--- src/rtl/fifo_rd_stream_adapter.sv ---
// Read-side adapter from a fixed-latency synchronous FIFO to a valid/ready stream.
// Optional m_last burst marking is enabled with `define FIFO_RD_ADAPTER_LAST_EN.
module fifo_rd_stream_adapter #(
   parameter int unsigned c_DATA_WIDTH = 32,
   parameter int unsigned c_RD_LATENCY = 1,
   parameter int unsigned c_BUF_AW     = 2,
   parameter int unsigned c_BURST_LEN  = 256
) (
   input  logic                    rd_clk,
   input  logic                    rd_rst,
   output logic                    fifo_rd_en,
   input  logic                    fifo_rd_empty,
   input  logic [c_DATA_WIDTH-1:0] fifo_rd_data,
   output logic                    m_valid,
   input  logic                    m_ready,
   output logic [c_DATA_WIDTH-1:0] m_data,
`ifdef FIFO_RD_ADAPTER_LAST_EN
   output logic                    m_last,
`endif
   output logic [c_BUF_AW:0]       buf_level,
   output logic [31:0]             beat_cnt,
   input  logic                    cnt_clr
);

   localparam int unsigned DEPTH = 2 ** c_BUF_AW;
   localparam int unsigned LW    = c_BUF_AW + 1;
   localparam int unsigned CW    = c_BUF_AW + 2;
   localparam int unsigned BCW   = 16;

   if (c_RD_LATENCY < 1 || c_RD_LATENCY > 2 || DEPTH < c_RD_LATENCY + 1 ||
       c_BURST_LEN < 2 || c_BURST_LEN > 65536) begin : g_param_err
      $error("fifo_rd_stream_adapter: illegal parameter combination");
   end

   logic [c_RD_LATENCY-1:0] infl_q, infl_d;
   logic [c_DATA_WIDTH-1:0] mem_q [DEPTH];
   logic [c_DATA_WIDTH-1:0] mem_d [DEPTH];
   logic [c_BUF_AW-1:0]     wptr_q, wptr_d, rptr_q, rptr_d;
   logic [LW-1:0]           level_q, level_d;
   logic [31:0]             beat_cnt_q, beat_cnt_d;
   logic [CW-1:0]           credits_c;
   logic                    push_c, pop_c, rd_en_c;

   // Credits cover both stored words and words still travelling through the FIFO read pipe.
   always_comb begin
      credits_c = CW'(level_q);
      for (int i = 0; i < int'(c_RD_LATENCY); i++) begin
         credits_c = credits_c + CW'(infl_q[i]);
      end
   end

   assign rd_en_c    = !rd_rst && !fifo_rd_empty && (credits_c < CW'(DEPTH));
   assign push_c     = infl_q[c_RD_LATENCY-1];
   assign pop_c      = m_valid && m_ready;
   assign fifo_rd_en = rd_en_c;
   assign m_valid    = (level_q != '0);
   assign m_data     = mem_q[rptr_q];
   assign buf_level  = level_q;
   assign beat_cnt   = beat_cnt_q;

   always_comb begin
      infl_d     = infl_q;
      mem_d      = mem_q;
      wptr_d     = wptr_q;
      rptr_d     = rptr_q;
      level_d    = level_q;
      beat_cnt_d = beat_cnt_q;

      infl_d[0] = rd_en_c;
      for (int i = 1; i < int'(c_RD_LATENCY); i++) begin
         infl_d[i] = infl_q[i-1];
      end

      if (push_c) begin
         mem_d[wptr_q] = fifo_rd_data;
         wptr_d        = wptr_q + c_BUF_AW'(1);
      end
      if (pop_c) begin
         rptr_d = rptr_q + c_BUF_AW'(1);
      end
      level_d = level_q + LW'(push_c) - LW'(pop_c);

      if (cnt_clr) begin
         beat_cnt_d = '0;
      end else if (pop_c) begin
         beat_cnt_d = beat_cnt_q + 32'd1;
      end
   end

   always_ff @(posedge rd_clk) begin
      if (rd_rst) begin
         infl_q     <= '0;
         mem_q      <= '{default: '0};
         wptr_q     <= '0;
         rptr_q     <= '0;
         level_q    <= '0;
         beat_cnt_q <= '0;
      end else begin
         infl_q     <= infl_d;
         mem_q      <= mem_d;
         wptr_q     <= wptr_d;
         rptr_q     <= rptr_d;
         level_q    <= level_d;
         beat_cnt_q <= beat_cnt_d;
      end
   end

`ifdef FIFO_RD_ADAPTER_LAST_EN
   localparam logic [BCW-1:0] BURST_END = BCW'(c_BURST_LEN - 1);

   logic [BCW-1:0] burst_q, burst_d;
   logic           burst_end_c;

   assign burst_end_c = (burst_q == BURST_END);
   assign m_last      = m_valid && burst_end_c;

   // Position within the current burst; restarts after the last beat is taken.
   always_comb begin
      burst_d = burst_q;
      if (cnt_clr) begin
         burst_d = '0;
      end else if (pop_c) begin
         burst_d = burst_end_c ? '0 : burst_q + BCW'(1);
      end
   end

   always_ff @(posedge rd_clk) begin
      if (rd_rst) begin
         burst_q <= '0;
      end else begin
         burst_q <= burst_d;
      end
   end
`endif

`ifndef SYNTHESIS
   a_no_overflow: assert property (@(posedge rd_clk) disable iff (rd_rst)
      !(push_c && level_q == LW'(DEPTH)))
      else $error("fifo_rd_stream_adapter: push into full skid buffer");
`endif

endmodule

--- config.mk ---
export PLATFORM = sky130hd
export DESIGN_NAME = fifo_rd_stream_adapter
export DESIGN_NICKNAME = d
export VERILOG_FILES = /design/src/rtl/fifo_rd_stream_adapter.sv
export SDC_FILE = /design/constraint.sdc
export NUM_CORES = 1
export LEC_CHECK = 0
export CORE_MARGIN = 2
export CORE_UTILIZATION = 32
export CTS_CLUSTER_DIAMETER = 120
export CTS_CLUSTER_SIZE = 24
export DETAILED_ROUTE_END_ITERATION = 10
export GPL_TIMING_DRIVEN = 0
export PLACE_DENSITY = 0.55
export REMOVE_ABC_BUFFERS = 1
export SLEW_MARGIN = 20
export SYNTH_ARGS = -nofsm -noshare
export SYNTH_HDL_FRONTEND = slang
export SYNTH_SLANG_ARGS = --single-unit
--- constraint.sdc ---
create_clock -name rd_clk -period 6.5 [get_ports rd_clk]
set_input_delay 1.3 -clock rd_clk [delete_from_list [all_inputs] [get_ports rd_clk]]
set_output_delay 1.3 -clock rd_clk [all_outputs]
set_load 0.02 [all_outputs]
Word level (Yosys, flattened, before mapping). Cells that the tools add are included.

Bits of input ports: 37. Output and inout bits: 69. Flip-flop bits (word level): 168. Logic and storage cells: 35.

Add/sub/neg operators: 6. Reduce and logical (&&, ||, !) cells: 8. Magnitude comparators: 4. Bitwise logic cells: 2. Multiplexer cells: 6.

Operator list (count): $bwmux W128 (1); $mux W32 (3); $bmux W32 S2 (1); $demux W32 S2 (1); $add A32 B1 Y32 const B (1); $ge A3 B3 Y1 const B (2); $not A2 Y3 (2); $add A2 B1 Y2 const B (2); $add A3 B1 Y4 (1); $logic_and A1 B1 Y1 (4); $lt A4 B3 Y1 const B (1); $add A3 B1 Y3 (1); $lt A3 B1 Y1 const B (1); $reduce_bool A3 Y1 (1); $sub A3 B1 Y3 (1); $logic_not A1 Y1 (2); $reduce_or A2 Y1 (1).

Logic depth before layout (Yosys ltp). Gate-level depths: netlist (run 1).

Depth in word-level cells: 6. Mapped depth: 9. Mapped depth without buffers: 9.

Worst setup path after synthesis (run 1). Ideal clock, no wire load.

Path type: input -> output. Start point: in rd_rst. End point: out fifo_rd_en. Stages on the path: 2. Data required time: 5.200 ns. Arrival: 1.985 ns. Slack: 3.215 ns. Path buffers: 1. Cell sequence: clkbuf_1 -> nor3_1.

Longest elaborated chain between the ends: 3.

RTL lines: from (decl) (line 10) `input logic rd_rst,`; $logic_not A1 Y1 (line 52) `assign rd_en_c = !rd_rst && !fifo_rd_empty && (credits_c < CW'(DEPTH));`; $logic_and A1 B1 Y1 (2 in series) (line 52); to (decl) (line 11) `output logic fifo_rd_en,`.

Every way passes these cells.

Final worst setup path (run 1). Ends and elaborated chain as after synthesis.

==> results.sh, run 1 <==
export IMPL_critical_setup_path_class="in -> out"
export IMPL_clockBufferDepth=2
export IMPL_total_switching_power_mw=0.744
export IMPL_num_rows=54
export IMPL_cpMaxStageDelayCell="clkdlybuf4s50_1"
export IMPL_wire_length_of_the_first_global_routing_pass_um=31100
export IMPL_seq_power_share=0.431
export IMPL_global_route_usage_total=0.166
export IMPL_syn_cell_area_mm2=0.00708
export IMPL_via_count=5966
export IMPL_worst_ir_drop_vdd_mv=0.152
export IMPL_routed_wl_um=19000
export IMPL_period_needed_ns=4.06
export IMPL_clkTransAtPathRegs_ns=0.06
export IMPL_synthTopCellsByArea="dfxtp_1 48%, nand2_1 15%, a21oi_1 11%"
export IMPL_via_per_inst=5.00
export IMPL_place_congestion=0.722
export IMPL_design_core_area_mm2=0.0218
export IMPL_tritoncts_num_buffers=17
export IMPL_yosysSeqAreaShare=0.475
export IMPL_achievable_frequency_ghz=0.246
export IMPL_capturing_element_type_of_the_critical_path="output pin"
export IMPL_cts_num_sinks=168
export IMPL_postLayoutSetupSlackWorst_ns=2.44
export IMPL_post_dp_cell_area_mm2=0.00851
export IMPL_powerDensity_mw_per_mm2=287
export IMPL_static_leakage_power_nw=2.89
export IMPL_timing_critical_path_fanout_max=71
export IMPL_die_height_um=153
export IMPL_rsz_0062_raised_after_global_routing="false"
export IMPL_post_cts_repair_setup_buffers=0
export IMPL_clock_tree_root_cell="clkbuf_16"
export IMPL_start_kind="input port"
export IMPL_number_of_storage_elements_in_the_synthesis_netlist=168
export IMPL_share_clk_of_total_power=0.392
export IMPL_avgRoutedWirePerCell_um=15.9
export IMPL_n_antenna_cell=0
export IMPL_final_cell_area_mm2=0.00910
export IMPL_comb_power_share=0.177
export IMPL_post_cts_hold_buffer_count=0
export IMPL_avgSynthCellArea_um2=8.55
export IMPL_cap_viol_max_count=0
export IMPL_hold_path_depth=2
export IMPL_post_route_drc_count=0
export IMPL_clock_latency_of_the_later_clocked_register_in_the_worst_skew_pair_ns=0.42
export IMPL_largest_net_degree_at_the_start_of_global_routing=72
export IMPL_max_slew_worst_pin_slew_ns=0.812
export IMPL_clock_skew_ns=0.00744
export IMPL_timing_hold_worst_class="reg -> reg"
export IMPL_place_ws_ns=2.43
export IMPL_top_cell_types_by_occurrence_after_synthesis="276 x nand2_1, 168 x dfxtp_1, 153 x a21oi_1, 54 x clkbuf_1, 32 x mux4_2"
export IMPL_slew_limit_headroom=0.457
export IMPL_total_power_mw=2.61
export IMPL_dieArea_mm2=0.0233
export IMPL_slew_viol_final=0
export IMPL_dominantRegCellSynth="dfxtp_1"
export IMPL_synthesis_instances=828
export IMPL_yosysMostFrequentCell="nand2_1"
export IMPL_synthesis_yosys_warnings=0
export IMPL_timing_critical_path_cells="buf_6, buf_16, nor3_1, clkdlybuf4s50_1"
export IMPL_timing_final_setup_violations=0
export IMPL_drtAntennaViolNets=0
export IMPL_start_util=0.325
export IMPL_crit_required_ns=5.20
export IMPL_timing_critical_path_slowest_cell_delay_ns=0.55
export IMPL_cell_internal_pwr_mw=1.87
export IMPL_timing_final_hold_violations=0
export IMPL_number_of_flops_mapped_to_enable_cells_by_yosys=0
export IMPL_synth_top_area_frac=0.475
export IMPL_postSynth_asyncResetShare=0
export IMPL_crit_arrival_ns=2.76
export IMPL_port_buffers=105
export IMPL_cts_tree="yes"
export IMPL_switching_power_as_a_share_of_total_power=0.285
export IMPL_final_net_count=946
export IMPL_num_io_pins=106
export IMPL_dr_first_iter_drc_count=267
export IMPL_dp_final_hpwl_um=11700
export IMPL_run_status="completed"
export IMPL_fraction_of_final_layout_cells_with_drive_strength_greater_than_1=0.101
export IMPL_cts_htree_levels=4
export IMPL_fin_setup_tns_ns=0
export IMPL_r2r_worst_path_cells=5
export IMPL_die_x_um=153
export IMPL_synth_cell_type_count=33
export IMPL_postCtsResizedCells=0
export IMPL_globalRoute_totalOverflow=0
export IMPL_post_route_period_util=0.625
export IMPL_grt_antenna_before_repair=0
export IMPL_grt_pass1_vias=5784
export IMPL_final_fill_count=2171
export IMPL_netlist_top_cell_by_area="dfxtp_1"
export IMPL_area_growth_syn_to_layout_pct=28.6
export IMPL_post_route_util=0.418
export IMPL_firstDrtPassIters=5
==> kinds of logic after synthesis <==
group,Yosys count,synth area share
simple gates,355,0.216
compound gates,180,0.135
flops,168,0.475
buf+inv,72,0.0400
mux,33,0.103
xor+xnor,11,0.0136
fa+ha+maj,9,0.0170
==> worst max-delay path: cells and delay by family <==
| kind | cells | cell delay, ns |
|---|---|---|
| buffers and inverters | 3 | 1.31 |
| AND/OR/NAND/NOR | 1 | 0.10 |
==> area by class of cell <==
| cell class | count | area (µm²) | share of cell area |
|---|---|---|---|
| Timing Repair Buffer | 116 | 1310 | 0.144 |
| Inverter | 9 | 33.8 | 0.00371 |
| Sequential cell | 168 | 3370 | 0.370 |
| Clock inverter | 15 | 165 | 0.0182 |
| Multi-Input combinational cell | 588 | 3450 | 0.379 |
| Clock buffer | 17 | 425 | 0.0468 |
| Tap cell | 280 | 350 | 0.0385 |
==> state kept, by name, summed over array words and instances, names as in the netlist <==
name	cells
beat_cnt	32
wptr_q	2
infl_q	1
mem_q	128
rptr_q	2
buf_level	3
==> worst paths after layout <==
check,startpoint,endpoint,slack [ns]
setup reg to reg,buf_level[1]$_SDFF_PP0_,beat_cnt[28]$_SDFFE_PP0P_,3.97
setup / recovery,rd_rst,fifo_rd_en,2.44
hold reg to reg,mem_q[83]$_SDFFE_PP0P_,mem_q[83]$_SDFFE_PP0P_,0.45
hold / removal,mem_q[83]$_SDFFE_PP0P_,mem_q[83]$_SDFFE_PP0P_,0.45
==> through the flow <==
| stage | instances | hold slack [ns] |
|---|---|---|
| after floorplan | 765 | 0.427 |
| after global placement | 1150 | 0.438 |
| after detailed placement | 1161 | 0.445 |
| after CTS | 1193 | 0.454 |
| after global routing | 1193 | 0.471 |
| final | 1193 | 0.451 |
==> metal layers <==
layer	track usage	wire length [µm]	up-vias	share of wire
met4	0.0423	186	0	0.0098
met3	0.0449	1020	10	0.054
li1	-	-	2983	-
met2	0.262	8840	157	0.47
met1	0.225	8910	2816	0.47
met5	0	0	-	0
==> power groups by stage <==
stage	registers (mW)	logic (mW)	clock network (mW)
final	1.12	0.462	1.02
after global placement	1.19	0.393	0
after global routing	1.13	0.502	1.11
after CTS	1.12	0.470	1.06
after detailed placement	1.15	0.468	0
after floorplan	1.17	0.219	0
==> cells in the final DEF, fill, tap and decap left out, drive strengths merged, types with 11 or more instances in the layout <==
master	netlist	routed
buf	9	12
dfxtp	168	168
nand2	276	276
or3	11	11
or4	18	18
inv	9	15
o31ai	15	15
nor2	13	13
clkdlybuf4s50	0	104
mux4	32	32
a21oi	153	153
clkbuf	54	17
No activity file was read; power rests on OpenSTA's default activity.
==> run 2, diff against run 1 <==
--- a/config.mk
+++ b/config.mk
@@ -11,7 +11,7 @@
 export CTS_CLUSTER_SIZE = 24
 export DETAILED_ROUTE_END_ITERATION = 10
 export GPL_TIMING_DRIVEN = 0
-export PLACE_DENSITY = 0.55
+export PLACE_DENSITY = 0.57
 export REMOVE_ABC_BUFFERS = 1
 export SLEW_MARGIN = 20
 export SYNTH_ARGS = -nofsm -noshare
==> constraint.sdc (replaced) <==
create_clock -name rd_clk -period 3.3 [get_ports rd_clk]
set_input_delay 0.66 -clock rd_clk [delete_from_list [all_inputs] [get_ports rd_clk]]
set_output_delay 0.66 -clock rd_clk [all_outputs]
set_load 0.02 [all_outputs]
==> run 2 against run 1 <==
Clock skew grew 0.0015 ns. First-iteration DRC count grew 9.4%. Non-clock buffer count stayed put. Cell count stayed put. Hold slack better by 0.0019 ns. Count of clock-buffer cells in the layout is 2 higher. Critical path type is now reg -> out. Critical path depth fell by 1. Power increased by 97%. Setup slack got worse by 2.1 ns. Via count is 0.23% lower. Flip-flop and latch count is the same. Global-route usage rose by 0.12 points. Critical endpoint is now m_data[25].
==> results.sh, run 2 (synthesis results as in run 1) <==
export IMPL_area_growth_syn_to_layout_pct=28.9
export IMPL_numPlacedInstances=1161
export IMPL_multi_input_area_mm2=0.00345
export IMPL_period_needed_ns=3.01
export IMPL_most_common_library_cell_in_the_layout_ignoring_fill_and_taps="nand2_1"
export IMPL_routed_wl_um=19100
export IMPL_timing_final_hold_violations=0
export IMPL_design_core_area_mm2=0.0218
export IMPL_reg2reg_setup_slack_ns=0.67
export IMPL_critical_setup_path_class="reg -> out"
export IMPL_achievable_frequency_ghz=0.332
export IMPL_post_cts_hold_buffer_count=0
export IMPL_register_bank_with_the_most_flops="mem_q"
export IMPL_cap_viol_max_count=0
export IMPL_die_height_um=153
export IMPL_post_cts_repair_setup_buffers=0
export IMPL_postCtsResizedCells=0
export IMPL_capturing_element_type_of_the_critical_path="output pin"
export IMPL_n_antenna_cell=0
export IMPL_avgRoutedWirePerCell_um=16.0
export IMPL_start_util=0.325
export IMPL_regToRegEndpoint="beat_cnt[24]$_SDFFE_PP0P_"
export IMPL_clock_tree_root_cell="clkbuf_16"
export IMPL_timing_critical_path_fanout_max=21
export IMPL_clock_latency_of_the_later_clocked_register_in_the_worst_skew_pair_ns=0.42
export IMPL_mostFrequentLayoutCells="272 x nand2_1, 166 x dfxtp_1, 153 x a21oi_1"
export IMPL_cts_tree="yes"
export IMPL_fin_cells=1193
export IMPL_drtAntennaViolNets=0
export IMPL_global_route_usage_total=0.167
export IMPL_clkTransAtPathRegs_ns=0.07
export IMPL_num_rows=54
export IMPL_grt_pass1_vias=5795
export IMPL_place_congestion=0.732
export IMPL_timing_hold_worst_class="reg -> reg"
export IMPL_dieArea_mm2=0.0233
export IMPL_dr_first_iter_drc_count=292
export IMPL_largest_net_degree_at_the_start_of_global_routing=71
export IMPL_largest_register_ffs=128
export IMPL_cts_htree_levels=4
export IMPL_slew_viol_final=0
export IMPL_r2r_worst_path_cells=5
export IMPL_firstDrtPassIters=5
export IMPL_cts_num_sinks=168
export IMPL_worst_ir_drop_vdd_mv=0.270
export IMPL_slew_limit_headroom=0.416
export IMPL_rsz_0062_raised_after_global_routing="false"
export IMPL_regToRegStartpoint="buf_level[1]$_SDFF_PP0_"
export IMPL_globalRoute_totalOverflow=0
export IMPL_final_net_count=946
export IMPL_post_route_drc_count=0
export IMPL_dp_final_hpwl_um=12100
export IMPL_run_status="completed"
export IMPL_via_count=5952
export IMPL_timing_hold_worst_endpoint="mem_q[45]$_SDFFE_PP0P_"
export IMPL_clock_skew_ns=0.00891
export IMPL_hold_path_depth=2
export IMPL_hp_start="mem_q[45]$_SDFFE_PP0P_"
export IMPL_area_sequential_mm2=0.00337
export IMPL_fraction_of_final_layout_cells_with_drive_strength_greater_than_1=0.0986
export IMPL_die_x_um=153
export IMPL_clockBufferDepth=2
export IMPL_post_route_util=0.419
export IMPL_final_fill_count=2177
export IMPL_num_io_pins=106
export IMPL_crit_arrival_ns=2.35
export IMPL_grt_antenna_before_repair=0
export IMPL_via_per_inst=4.99
export IMPL_max_slew_worst_pin_slew_ns=0.873
export IMPL_powerDensity_mw_per_mm2=565
export IMPL_tritoncts_num_buffers=17
export IMPL_wire_length_of_the_first_global_routing_pass_um=31400
export IMPL_crit_required_ns=2.64
export IMPL_static_leakage_power_nw=2.89
export IMPL_start_kind="flip-flop"
export IMPL_post_route_period_util=0.911
export IMPL_timing_final_setup_violations=0
export IMPL_port_buffers=105
-- run 2: worst max-delay path by stage --
| stage | startpoint | endpoint | cells past startpoint |
|---|---|---|---|
| floorplan | rptr_q[1]$_SDFFE_PP0P_ | m_data[0] | 1 |
| global placement | rd_rst | fifo_rd_en | 3 |
| detailed placement | m_ready | beat_cnt[18]$_SDFFE_PP0P_ | 6 |
| CTS | rptr_q[1]$_SDFFE_PP0P_ | m_data[25] | 3 |
| global route | rptr_q[1]$_SDFFE_PP0P_ | m_data[29] | 3 |
| finish | rptr_q[1]$_SDFFE_PP0P_ | m_data[25] | 3 |
-- run 2: layout make-up --
cell class	count	share of cell area
multi-input cells	588	0.378
clock inverters	13	0.0173
flip-flops and latches	168	0.369
clock buffers	19	0.0475
well taps	280	0.0384
inverters	9	0.00370
repair buffers	116	0.146
-- run 2: power by group --
part / switching, mW / internal [mW] / leakage, nW / total, mW
Clock: 0.886 / 1.14 / 0.279 / 2.03
Sequential: 0.124 / 2.11 / 1.36 / 2.23
Combinational: 0.456 / 0.440 / 1.26 / 0.897
-- run 2: per-stage QoR --
stage | area (µm²) | hold WS, ns | setup TNS (ns) | total power [mW] | setup slack (ns)
after floorplan | 6830 | 0.427 | 0 | 2.73 | 0.453
after global placement | 8230 | 0.438 | -367.25 | 3.12 | -2.99
after detailed placement | 8530 | 0.444 | 0 | 3.19 | 0.0235
after CTS | 9120 | 0.455 | 0 | 5.23 | 0.228
after global routing | 9120 | 0.469 | 0 | 5.40 | 0.173
final | 9120 | 0.453 | 0 | 5.15 | 0.292
-- run 2: worst max-delay path, cell delays in order, from the launching register on --
cell and delay (ns):
dfxtp_4 0.54, buf_12 0.26, mux4_2 0.52, clkdlybuf4s50_1 0.60
-- run 2: metal layers --
| metal | part of all wire | track usage |
|---|---|---|
| met2 | 0.48 | 0.274 |
| met3 | 0.054 | 0.0438 |
| met5 | 0 | 0 |
| met1 | 0.46 | 0.220 |
| met4 | 0.0082 | 0.0414 |
